File: config.mk
export PLATFORM = sky130hd
export DESIGN_NAME = cell_alloc
export DESIGN_NICKNAME = d
export VERILOG_FILES = /design/src/rtl/cell_alloc.sv
export SDC_FILE = /design/constraint.sdc
export NUM_CORES = 1
export LEC_CHECK = 0
export CAP_MARGIN = 0
export CORE_MARGIN = 2
export CORE_UTILIZATION = 50
export CTS_CLUSTER_DIAMETER = 30
export CTS_CLUSTER_SIZE = 16
export DETAILED_ROUTE_END_ITERATION = 7
export DONT_BUFFER_PORTS = 1
export PLACE_DENSITY = 0.65
export SYNTH_ARGS = -nofsm -noshare
export SYNTH_HDL_FRONTEND = slang
export SYNTH_SLANG_ARGS = --single-unit
export TNS_END_PERCENT = 50
File: constraint.sdc
create_clock -name i_clk -period 3 [get_ports i_clk]
set_input_delay 0.9 -clock i_clk [delete_from_list [all_inputs] [get_ports i_clk]]
set_output_delay 0.9 -clock i_clk [all_outputs]
set_load 0.05 [all_outputs]
File: src/rtl/cell_alloc.sv
// cell_alloc: free-list cell allocator driving the write/read ports of a BRAM heap.
// Freed cells form a LIFO list threaded through the BRAM data words; address 0 is null.
module cell_alloc #(
    parameter int ADDR_SZ = 8,
    parameter int DATA_SZ = 16
) (
    input  logic               i_clk,
    input  logic               i_rst_n,
    input  logic               i_alloc,
    input  logic               i_free,
    input  logic [ADDR_SZ-1:0] i_addr,
    input  logic [DATA_SZ-1:0] i_data,
    output logic               o_ready,
    output logic               o_done,
    output logic               o_error,
    output logic [ADDR_SZ-1:0] o_addr,
    output logic [ADDR_SZ:0]   o_count,
    output logic               o_wr_en,
    output logic [ADDR_SZ-1:0] o_waddr,
    output logic [DATA_SZ-1:0] o_wdata,
    output logic               o_rd_en,
    output logic [ADDR_SZ-1:0] o_raddr,
    input  logic [DATA_SZ-1:0] i_rdata
);
    typedef enum logic [1:0] {IDLE, READ, LINK, WRITE} state_t;

    localparam logic [ADDR_SZ:0] ONE   = {{ADDR_SZ{1'b0}}, 1'b1};
    localparam logic [ADDR_SZ:0] CELLS = {1'b1, {ADDR_SZ{1'b0}}};

    state_t             state_q, state_d;
    logic [ADDR_SZ-1:0] free_head_q, free_head_d;
    logic [ADDR_SZ:0]   top_q, top_d;
    logic [ADDR_SZ:0]   count_q, count_d;
    logic [DATA_SZ-1:0] data_q, data_d;
    logic [ADDR_SZ-1:0] cell_q, cell_d;
    logic               err_q, err_d;
    logic               ready_q, ready_d;
    logic               done_q, done_d;
    logic               error_q, error_d;
    logic [ADDR_SZ-1:0] addr_q, addr_d;
    logic               wr_en_q, wr_en_d;
    logic [ADDR_SZ-1:0] waddr_q, waddr_d;
    logic [DATA_SZ-1:0] wdata_q, wdata_d;
    logic               rd_en_q, rd_en_d;
    logic [ADDR_SZ-1:0] raddr_q, raddr_d;
    logic               addr_ok;
    logic               unused_rdata;

    assign unused_rdata = ^i_rdata;
    assign addr_ok      = (i_addr != '0) && ({1'b0, i_addr} < top_q);

    always_comb begin
        state_d     = state_q;
        free_head_d = free_head_q;
        top_d       = top_q;
        count_d     = count_q;
        data_d      = data_q;
        cell_d      = cell_q;
        err_d       = err_q;
        done_d      = 1'b0;
        error_d     = 1'b0;
        addr_d      = addr_q;
        wr_en_d     = 1'b0;
        waddr_d     = waddr_q;
        wdata_d     = wdata_q;
        rd_en_d     = 1'b0;
        raddr_d     = raddr_q;
        case (state_q)
            IDLE: if (i_alloc || i_free) begin
                state_d = WRITE;
                err_d   = 1'b0;
                cell_d  = i_addr;
                if (i_alloc && !i_free) begin
                    if (free_head_q != '0) begin
                        rd_en_d = 1'b1;
                        raddr_d = free_head_q;
                        data_d  = i_data;
                        cell_d  = free_head_q;
                        state_d = READ;
                    end else if (top_q != CELLS) begin
                        wr_en_d = 1'b1;
                        waddr_d = top_q[ADDR_SZ-1:0];
                        wdata_d = i_data;
                        cell_d  = top_q[ADDR_SZ-1:0];
                        top_d   = top_q + ONE;
                        count_d = count_q + ONE;
                    end else begin
                        err_d  = 1'b1;
                        cell_d = '0;
                    end
                end else if (!addr_ok) begin
                    err_d = 1'b1;
                end else if (!i_alloc) begin
                    wr_en_d     = 1'b1;
                    waddr_d     = i_addr;
                    wdata_d     = DATA_SZ'(free_head_q);
                    free_head_d = i_addr;
                    count_d     = count_q - ONE;
                end else begin
                    // alloc+free on one cell: overwrite in place, list untouched
                    wr_en_d = 1'b1;
                    waddr_d = i_addr;
                    wdata_d = i_data;
                end
            end
            READ: state_d = LINK;
            LINK: begin
                free_head_d = i_rdata[ADDR_SZ-1:0];
                wr_en_d     = 1'b1;
                waddr_d     = cell_q;
                wdata_d     = data_q;
                count_d     = count_q + ONE;
                state_d     = WRITE;
            end
            default: begin
                done_d  = 1'b1;
                error_d = err_q;
                addr_d  = cell_q;
                state_d = IDLE;
            end
        endcase
        ready_d = (state_d == IDLE);
    end

    always_ff @(posedge i_clk or negedge i_rst_n) begin
        if (!i_rst_n) begin
            state_q     <= IDLE;
            free_head_q <= '0;
            top_q       <= ONE;
            count_q     <= '0;
            data_q      <= '0;
            cell_q      <= '0;
            err_q       <= 1'b0;
            ready_q     <= 1'b1;
            done_q      <= 1'b0;
            error_q     <= 1'b0;
            addr_q      <= '0;
            wr_en_q     <= 1'b0;
            waddr_q     <= '0;
            wdata_q     <= '0;
            rd_en_q     <= 1'b0;
            raddr_q     <= '0;
        end else begin
            state_q     <= state_d;
            free_head_q <= free_head_d;
            top_q       <= top_d;
            count_q     <= count_d;
            data_q      <= data_d;
            cell_q      <= cell_d;
            err_q       <= err_d;
            ready_q     <= ready_d;
            done_q      <= done_d;
            error_q     <= error_d;
            addr_q      <= addr_d;
            wr_en_q     <= wr_en_d;
            waddr_q     <= waddr_d;
            wdata_q     <= wdata_d;
            rd_en_q     <= rd_en_d;
            raddr_q     <= raddr_d;
        end
    end

    assign o_ready = ready_q;
    assign o_done  = done_q;
    assign o_error = error_q;
    assign o_addr  = addr_q;
    assign o_count = count_q;
    assign o_wr_en = wr_en_q;
    assign o_waddr = waddr_q;
    assign o_wdata = wdata_q;
    assign o_rd_en = rd_en_q;
    assign o_raddr = raddr_q;
endmodule

# Word-level counts from Yosys, hierarchy flattened
# Cells that the tools add are included.
[op_classes]
add_sub_neg = 3
order_cmp = 1
n_eq_ne = 11
n_mux = 48
bitwise = 1
n_reduce_logical = 16
[ops]
columns = ["operator", "count"]
rows = [
  ["two-way mux 16 bit", 6],
  ["two-way mux 8 bit", 12],
  ["two-way mux 9 bit", 6],
  ["one-hot mux 16 bit (2 select lines)", 1],
  ["one-hot mux 8 bit (2 select lines)", 2],
  ["adder 9 x 1 -> 9 bit (second input constant)", 2],
  ["one-hot mux 9 bit (2 select lines)", 1],
  ["nonzero test 8 bit", 2],
  ["two-way mux 1 bit", 15],
  ["AND reduction 5 bit", 3],
  ["inequality test 3 bit (second input constant)", 4],
  ["< comparator 8 x 9 -> 1 bit", 1],
  ["inequality test 9 bit (second input constant)", 1],
  ["subtractor 9 x 1 -> 9 bit (second input constant)", 1],
  ["inequality test 2 bit (second input constant)", 4],
  ["two-way mux 2 bit", 3],
  ["one-hot mux 2 bit (3 select lines)", 1],
  ["AND reduction 6 bit", 1],
  ["zero test 2 bit", 2],
  ["AND reduction 4 bit", 1],
  ["OR reduction 3 bit", 1],
  ["== test 2 x 1 -> 1 bit (second input constant)", 1],
  ["== test 2 bit (second input constant)", 1],
  ["logical AND 1 bit", 2],
  ["other kinds (6)", 6],
]
[word_totals]
regBits = 98
inputBits = 44
output_inout_bits = 54
elab_cells = 96

# Longest topological paths before layout
[logic_depth]
depth_word = 6
mapped_depth = 9

# Worst setup path before layout
# OpenSTA, ideal clock, no wires.
[synth_timing]
path_kind = "input to register"
from = "input i_addr[6]"
to = "register free_head_q[0]"
t_arrival_ns = 2.603
required_ns = 2.875
slack_ns = 0.272
cell_stages = 7
path_buffers = 0
path_cell_list = "ha_1 a211oi_1 nor3_1 a21oi_1 nand4_1 a21oi_1 mux2_2"
[synth_via]
elab_chain_len = 4
[synth_rtl]
columns = ["element", "line_no", "rtl"]
rows = [
  ["from (decl)", "11", "input logic [ADDR_SZ-1:0] i_addr,"],
  ["< comparator 8 x 9 -> 1 bit or nonzero test 8 bit (tied branches)", "50", "assign addr_ok = (i_addr != '0) && ({1'b0, i_addr} < top_q);"],
  ["logical AND 1 bit *", "50", ""],
  ["inequality test 2 bit (no line) *", "-", ""],
  ["AND reduction 5 bit (no line) *", "-", ""],
  ["to (signal assigned)", "145", "free_head_q <= free_head_d;"],
  ["to (decl)", "31", "logic [ADDR_SZ-1:0] free_head_q, free_head_d;"],
]
# Mark *: on every way between the ends. The rest lies on a longest branch, timed or not.
# A chain may end at the register's enable or synchronous reset.

# Final worst setup path
[layout_timing]
from = "register free_head_q[1]"
to = "register wdata_q[2], in the netlist o_wdata[2]"
[layout_via]
elab_chain_len = 3
[layout_rtl]
columns = ["element", "line_no", "rtl"]
rows = [
  ["nonzero test 8 bit", "74", "if (free_head_q != '0) begin"],
  ["inequality test 3 bit (no line)", "-", ""],
  ["AND reduction 5 bit (no line)", "-", ""],
  ["to (signal assigned)", "157", "wdata_q <= wdata_d;"],
  ["to (decl)", "43", "logic [DATA_SZ-1:0] wdata_q, wdata_d;"],
]
# No other way between the ends.

==> impl_metrics.csv <==
group,metric,value,unit
pwr,p_per_area,1200,mW/mm^2
setup_path,cp_max_fo,24,
global_routing,first_global_vias,3213,
logic_synthesis,ys_async_sr_fraction,100,%
setup_path,path_buf_inv,1,
floorplanning,start_util,51.9,%
routing,drt-met1-wl,4860,microns
logic_synthesis,seq_area_frac_synth,50.7,%
logic_synthesis,synth_nets,480,
logic_synthesis,synth_area,0.00484,sq mm
clock_tree,clockBufferDepth,2,
routing,dr.max_layer_used,"met4",
global_routing,grt_max_degree,99,
cells_and_area,final_layout_size_suffix_gt1_share,19.7,%
setup_path,max_stage_delay,640,ps
pwr,peakVddDrop,0.000649,V
setup_path,critPathSlowestCell,"or4_1",
logic_synthesis,synth_top_area_share,49.6,%
timing,finalCritPeriodShare,89.6,%
setup_path,worstSetupPathType,"reg2reg",
cells_and_area,fin_util,55.7,%
cells_and_area,nFillCells,815,
routing,dr_total_vias,3228,
timing,slew_headroom,43.2,%
floorplanning,dieArea,0.0105,sq mm
timing,worst-slew-pin-transition,841,ps
hold_path,hp-class,"in2async",
global_routing,gr-total-overflow,0,
logic_synthesis,syn_area_per_cell,11.5,sq um
timing,hold_viol,0,
routing,viasPerCell,5.82,
logic_synthesis,yosys_register_bits,98,
routing,wl,10500,microns
logic_synthesis,synth_top_flop_cell,"dfrtp_1",
logic_synthesis,synth.distinct_cells,47,
place,pre_cts_ws,101,ps
setup_path,end_kind,"flop",
timing,clock.fmax,372,MHz
routing,drc,0,
setup_path,worst_setup_path_start_kind,"flop",
cells_and_area,syn2layout_area_growth,7.26,%
cells_and_area,diodes,0,
timing,period_minus_slack,2690,ps
routing,met3RoutedLength,773,microns
logic_synthesis,synth_top_cell_by_area,"dfrtp_1",
timing,grt_setup_unrepaired,"false",
clock_tree,cts_setup_buffers,0,
routing,drtPass1Iterations,6,
logic_synthesis,yosysWarningCount,0,
timing,setup_viol,0,
routing,wl_met2,4680,microns
clock_tree,numClockSinks,98,
global_routing,antenna_found_initial,0,
global_routing,grt_pass1_wl,17000,microns
logic_synthesis,synth_edf_count,0,
floorplanning,design.portCount,98,
setup_path,crit_chain,"or4_1 -> nor2_4 -> a21oi_1 -> or2_1 -> a31oi_4 -> buf_12 -> mux2_2",
place,place_hpwl,7290,microns
clock_tree,cts_made_buffers,9,
routing,drtIter0Drc,234,
clock_tree,cts_tree,"yes",
timing,setup_tns,0,ps
logic_synthesis,yosys-top-cells-area,"dfrtp_1 (50%), mux2_2 (12%), mux2_1 (5.3%), ha_1 (3.6%), o21ai_0 (3.2%)",
routing,ant_nets,0,
place,gp_congestion,0.895,
cells_and_area,fin_nets,479,
routing,wire_per_inst,18.8,microns
outcome,status,"complete, no violations",
global_routing,grtUsageTotal,21.2,%
clock_tree,cts.clk_slew.worst_paths,100,ps
logic_synthesis,syn_inst,422,
clock_tree,clock_latency,370,ps
clock_tree,cts_resized,0,
pwr,p_leak,2.23,nW
place,io_buffer_count,0,
timing,final_max_slew_viol_count,0,
floorplanning,core,0.00933,sq mm
setup_path,path_delay_family,"simple AND/OR/NAND/NOR gates",
floorplanning,die_x,102,microns
setup_path,crit_required,3250,ps
clock_tree,cts-root-buf,"clkbuf_8",
job,drv_cap,0,
timing,fin_ws,312,ps
floorplanning,rows,35,
setup_path,critPathArrivalTime,2940,ps
clock_tree,cts.hold.buffers_added,0,
floorplanning,die_y,102,microns
clock_tree,cts_htree_levels,3,
timing,whs,223,ps
timing,finClkSkew,13.5,ps
-- registers in the layout (all words and copies together) (netlist names), 2 cells and up --
register	count
data_q	16
o_wdata	16
o_count	9
top_q	9
cell_q	8
free_head_q	8
o_addr	8
o_raddr	8
o_waddr	8
state_q	2
-- kinds of logic after synthesis --
kind of cell / after synthesis / synth area share [%]
multiplexers: 83 / 19.0
XOR/XNOR: 17 / 3.07
buffers and inverters: 35 / 3.05
adder cells (fa/ha/maj): 14 / 3.62
AND/OR/NAND/NOR: 97 / 10.1
flip-flops: 98 / 50.7
AO/OA/AOI/OAI: 78 / 10.5
-- Yosys cell counts (2+ instances only) --
library cell / number
a22o_1: 8
dfrtp_1: 96
or3_1: 4
and2_1: 8
mux2_1: 23
nor4_1: 5
ha_1: 14
o22a_1: 2
a21oi_1: 17
nor2b_1: 2
o21ai_0: 31
nor3_1: 7
mux2i_1: 10
dfstp_2: 2
nand4_1: 5
xor2_1: 7
buf_6: 2
nand3_1: 4
a211oi_1: 4
mux2_2: 50
a221oi_1: 5
xnor2_1: 10
nor2_1: 15
buf_1: 6
and3_1: 3
o2111ai_1: 3
inv_1: 14
nand2_1: 35
clkbuf_1: 12
-- cell type report --
type | instances | area (sq um) | area share (%)
sequential | 98 | 2450 | 47.2
timing repair buffer | 9 | 80.1 | 1.54
clock inverter | 6 | 62.6 | 1.20
multi-input combinational | 289 | 2250 | 43.2
clock buffer | 10 | 138 | 2.65
inverter | 14 | 52.6 | 1.01
tap | 129 | 161 | 3.11
-- cells in the final DEF (no fill, tap or decap), drive strengths merged, types with 8 or more instances in the layout --
master,count
a22o,8
o21ai,31
and2,8
mux2i,10
a21oi,17
xnor2,10
clkbuf,10
buf,9
dfrtp,96
nor2,16
nand2,35
ha,14
mux2,73
inv,15
-- per-layer routing --
| layer | track usage (%) | vias up |
|---|---|---|
| li1 | - | 1515 |
| met1 | 30.6 | 1582 |
| met2 | 31.3 | 119 |
| met3 | 5.68 | 12 |
| met4 | 6.87 | 0 |
| met5 | 0 | - |
-- where the power goes --
| part | switching, mW | internal [mW] | total, mW |
|---|---|---|---|
| sequential | 1.70 | 1.90 | 3.60 |
| combinational | 0.861 | 0.946 | 1.81 |
| clock | 0.496 | 0.343 | 0.839 |
-- through the flow --
| step | std cells | cell area (sq um) | power (mW) |
|---|---|---|---|
| 5_1_grt | 555 | 5200 | 6.64 |
| 3_5_place_dp | 539 | 5000 | 5.47 |
| 6_report | 555 | 5200 | 6.25 |
| 4_1_cts | 555 | 5200 | 6.31 |
| 3_3_place_gp | 539 | 5000 | 5.38 |
| 2_1_floorplan | 422 | 4840 | 4.96 |
-- worst paths after layout --
check	to	slack [ps]	cells past startpoint	from
worst max-delay path	o_wdata[2]	310	7	free_head_q[1]
worst min-delay path	o_waddr[3]	220	0	i_rst_n
worst max register to register	o_wdata[2]	310	7	free_head_q[1]
worst min register to register	data_q[5]	520	1	data_q[5]
max in group asynchronous	top_q[0]	2550	0	i_rst_n
min in group i_clk	data_q[5]	520	1	data_q[5]
No activity file was read; power rests on OpenSTA's default activity.
